[config.mk]
export PLATFORM = sky130hd
export DESIGN_NAME = key_ctrl_module
export DESIGN_NICKNAME = d
export VERILOG_FILES = /design/src/rtl/key_ctrl_module.sv
export SDC_FILE = /design/constraint.sdc
export NUM_CORES = 1
export LEC_CHECK = 0
export BUFFER_PORTS_ARGS = -buffer_cell sky130_fd_sc_hd__buf_2
export CORE_UTILIZATION = 44
export DETAILED_ROUTE_END_ITERATION = 10
export MAX_ROUTING_LAYER = met4
export PLACE_DENSITY = 0.7
export SLEW_MARGIN = 25
export SYNTH_ARGS = -nofsm -noshare
export SYNTH_HDL_FRONTEND = slang
export SYNTH_SLANG_ARGS = --single-unit
[constraint.sdc]
create_clock -name clk -period 2.1 [get_ports clk]
set_clock_uncertainty 0.2 [all_clocks]
set_input_delay 0.42 -clock clk [delete_from_list [all_inputs] [get_ports clk]]
set_output_delay 0.42 -clock clk [all_outputs]
set_load 0.02 [all_outputs]
[src/rtl/key_ctrl_module.sv]
// Key debounce and press sequencer: turns edge-detector pulses plus the raw pin
// into clean press/release/long-press events and a stable key level.
module key_ctrl_module #(
  parameter int DEBOUNCE_CYC = 1_000_000,
  parameter int LONG_CYC     = 50_000_000,
  parameter int CNT_W        = 26
) (
  input  logic clk,
  input  logic rst_n,
  input  logic pin_in,
  input  logic h2l_sig,
  input  logic l2h_sig,
  output logic key_press,
  output logic key_release,
  output logic key_long,
  output logic key_level,
  output logic busy
);

  typedef enum logic [1:0] {IDLE, DB_PRESS, PRESSED, DB_REL} state_t;

  localparam logic [CNT_W-1:0] SETTLE_END = CNT_W'(DEBOUNCE_CYC - 1);
  localparam logic [CNT_W-1:0] HOLD_END   = CNT_W'(LONG_CYC - 1);

  state_t           state, state_nxt;
  logic [CNT_W-1:0] settle_cnt, settle_nxt;
  logic [CNT_W-1:0] hold_cnt, hold_nxt;
  logic             long_fired, long_fired_nxt;
  logic             press_nxt, release_nxt, long_nxt, level_nxt, busy_nxt;
  logic             edge_seen;

  assign edge_seen = h2l_sig | l2h_sig;

  always_comb begin
    state_nxt      = state;
    settle_nxt     = settle_cnt;
    hold_nxt       = hold_cnt;
    long_fired_nxt = long_fired;
    press_nxt      = 1'b0;
    release_nxt    = 1'b0;
    long_nxt       = 1'b0;
    level_nxt      = key_level;
    case (state)
      IDLE: begin
        if (h2l_sig) begin
          state_nxt  = DB_PRESS;
          settle_nxt = '0;
        end
      end
      DB_PRESS: begin
        // A fresh edge inside the window wins over the end-of-window sample.
        if (edge_seen) settle_nxt = '0;
        else if (settle_cnt == SETTLE_END) begin
          if (!pin_in) begin
            state_nxt      = PRESSED;
            press_nxt      = 1'b1;
            level_nxt      = 1'b1;
            hold_nxt       = '0;
            long_fired_nxt = 1'b0;
          end else begin
            state_nxt = IDLE;
          end
        end else settle_nxt = settle_cnt + CNT_W'(1);
      end
      PRESSED: begin
        if (hold_cnt == HOLD_END) begin
          if (!long_fired) begin
            long_nxt       = 1'b1;
            long_fired_nxt = 1'b1;
          end
        end else hold_nxt = hold_cnt + CNT_W'(1);
        if (l2h_sig) begin
          state_nxt  = DB_REL;
          settle_nxt = '0;
        end
      end
      DB_REL: begin
        if (edge_seen) settle_nxt = '0;
        else if (settle_cnt == SETTLE_END) begin
          if (pin_in) begin
            state_nxt   = IDLE;
            release_nxt = 1'b1;
            level_nxt   = 1'b0;
          end else begin
            state_nxt = PRESSED;
          end
        end else settle_nxt = settle_cnt + CNT_W'(1);
      end
      default: state_nxt = IDLE;
    endcase
    busy_nxt = (state_nxt == DB_PRESS) || (state_nxt == DB_REL);
  end

  always_ff @(posedge clk) begin
    if (!rst_n) begin
      state       <= IDLE;
      settle_cnt  <= '0;
      hold_cnt    <= '0;
      long_fired  <= 1'b0;
      key_press   <= 1'b0;
      key_release <= 1'b0;
      key_long    <= 1'b0;
      key_level   <= 1'b0;
      busy        <= 1'b0;
    end else begin
      state       <= state_nxt;
      settle_cnt  <= settle_nxt;
      hold_cnt    <= hold_nxt;
      long_fired  <= long_fired_nxt;
      key_press   <= press_nxt;
      key_release <= release_nxt;
      key_long    <= long_nxt;
      key_level   <= level_nxt;
      busy        <= busy_nxt;
    end
  end

endmodule
==> flow_summary.json <==
{
  "yosys.area.top_type": "dfxtp_1",
  "setup_tns_ns": 0,
  "routedWlPerCell_um": 15.14,
  "ys_ff_latch": 60,
  "clock.fmax_mhz": 477.6,
  "place_hpwl_um": 5555,
  "power_density_nw_per_um2": 525.8,
  "fin_cells": 558,
  "path_class": "flip-flop to flip-flop",
  "seqCellArea_um2": 1222,
  "via_per_inst": 5.848,
  "io_pins": 10,
  "drc": 0,
  "area_growth_pct": 37.98,
  "track_usage_pct": 24.11,
  "cp-start-kind": "flip-flop",
  "port_buffers": 9,
  "clock-sinks": 60,
  "cts-hold-fix-buffers": 0,
  "cp-end-kind": "flip-flop",
  "drtAntennaViolNets": 0,
  "grt_antenna_before_repair": 0,
  "dr.pass1.iters": 5,
  "yosys_warnings": 0,
  "rsz0062_at_grt": "true",
  "gp_congestion": 0.8332,
  "clock_path_buffers": 2,
  "synthTopCellsByArea": "dfxtp_1, a21oi_1, nand3_1",
  "synth_edf_count": 0,
  "ctsHtreeMaxLevel": 3,
  "dieArea_um2": 7363,
  "overflow": 0,
  "yosysTopAreaCellShare_pct": 38.87,
  "std_cell_rows": 30,
  "diodes": 0,
  "period_minus_slack_ns": 2.094,
  "placed_cells": 535,
  "grt_pass1_wl_um": 13620,
  "drive_gt1_share_pct": 34.42,
  "worstSkewPairLatency_ns": 0.35,
  "place_ws_ns": -0.1794,
  "grt_max_degree": 31,
  "vias": 3263,
  "whs_ns": 0.1349,
  "dpl_cell_area_um2": 3735,
  "cts_made_buffers": 9,
  "fin_nets": 465,
  "run_status": "finished, final reports clean",
  "multiInputGateArea_um2": 2017,
  "setup_viol": 0,
  "slew_headroom_pct": 66.89,
  "ys_async_sr_fraction_pct": 0,
  "total_power_mw": 2.242,
  "design_area_um2": 4264,
  "syn_nets": 384,
  "hold_viol": 0,
  "grt_pass1_vias": 3049,
  "maxCapViolCount": 0,
  "drtIter0Drc": 241,
  "ys_seq_area_share_pct": 38.87,
  "timing.critical_path.fanout_max": 6,
  "ys.flop_type": "dfxtp_1",
  "clk_pin_slew_ns": 0.06,
  "drv_slew": 0,
  "leakagePower_nw": 1.465,
  "cts_tree": "done",
  "root_buffer": "clkbuf_8",
  "cp.required_ns": 2.17,
  "synth.most_common_cell": "dfxtp_1",
  "worst-slew-pin-transition_ns": 0.4961,
  "synth_common_cells": "dfxtp_1, a21oi_1, nand2_1, nand3_1, nor2_1",
  "die_height_um": 85.81,
  "fp.dieW_um": 85.81,
  "min_path_type": "input port to flip-flop",
  "ys_types": 51,
  "synthesis.area_um2": 3090,
  "fillCellCount": 534,
  "finish.utilization_pct": 62.76,
  "setup_slack_ns": 0.006133,
  "post-route-period-util_pct": 99.71,
  "avgSynthCellArea_um2": 8.198,
  "syn_inst": 377,
  "critPathArrivalTime_ns": 2.16,
  "core_area_um2": 6794,
  "vdd_drop_max_uv": 396.7,
  "start_util_pct": 45.49,
  "drt-total-wl_um": 8446
}
[per-layer routing]
layer | global-route usage [%] | vias to the layer above | part of all wire (%)
li1 | - | 1604 | -
met1 | 28.02 | 1542 | 42
met2 | 39.13 | 96 | 51
met3 | 8.085 | 21 | 5.9
met4 | 8.182 | 0 | 1.6
met5 | - | - | 0
[cell type report]
cell class                 count  area share [%]
clock inverter                 1          0.1174
inverter                       7          0.6162
timing repair buffer          87           16.20
tap                           96           2.817
sequential                    60           28.67
multi-input combinational    293           47.30
clock buffer                  14           4.284
[placed cells by master, fill, tap and decap left out, types with 7 or more instances in the layout]
master     n
buf_4     69
dfxtp_1   47
a21oi_1   32
nand2_1   27
nand3_1   24
nor2_1    22
o21ai_0   20
or3_1     17
nand4_1   16
clkbuf_8  13
nand3b_1  11
dfxtp_2   11
mux2i_1    9
buf_2      9
nor3_1     8
or4_1      7
[worst max-delay path, cell delays in order, from the launching register on]
cell	delay, ns
dfxtp_2	0.34
nor4_4	0.30
nand4_1	0.16
o31a_1	0.36
or4_1	0.51
a21oi_2	0.15
[worst paths after layout]
path	depth (start not counted)	to	slack, ns	start
hold reg to reg	1	key_long	0.21	long_fired
setup / recovery	5	hold_cnt[14]	0.006	settle_cnt[11]
setup reg to reg	5	hold_cnt[14]	0.006	settle_cnt[11]
hold / removal	2	key_press	0.13	pin_in
[cells by family after synthesis]
group	Yosys count	share of synthesized area (%)
compound gates	99	20.45
xor+xnor	5	1.417
fa+ha+maj	2	0.8096
buf+inv	25	3.360
flops	60	38.87
mux	9	2.915
simple gates	177	32.19
[flip-flops by register name (all words and copies together), names as in the netlist]
register	flops
hold_cnt	26
settle_cnt	26
state	2
busy	1
key_level	1
key_long	1
key_press	1
key_release	1
long_fired	1
[power by group]
group	switching [mW]	total (mW)	internal [mW]
clock network	0.441	0.990	0.550
logic	0.0706	0.112	0.0414
registers	0.00123	1.14	1.14
[what timing repair did]
action,4_1_cts,5_1_grt
gates cloned,1,0
pin swaps,13,13
resized for setup,20,42
buffers inserted,5,2
endpoints found under the hold margin,0,0
endpoints found under the setup margin,37,53
Power figures use the tool's default switching activity.
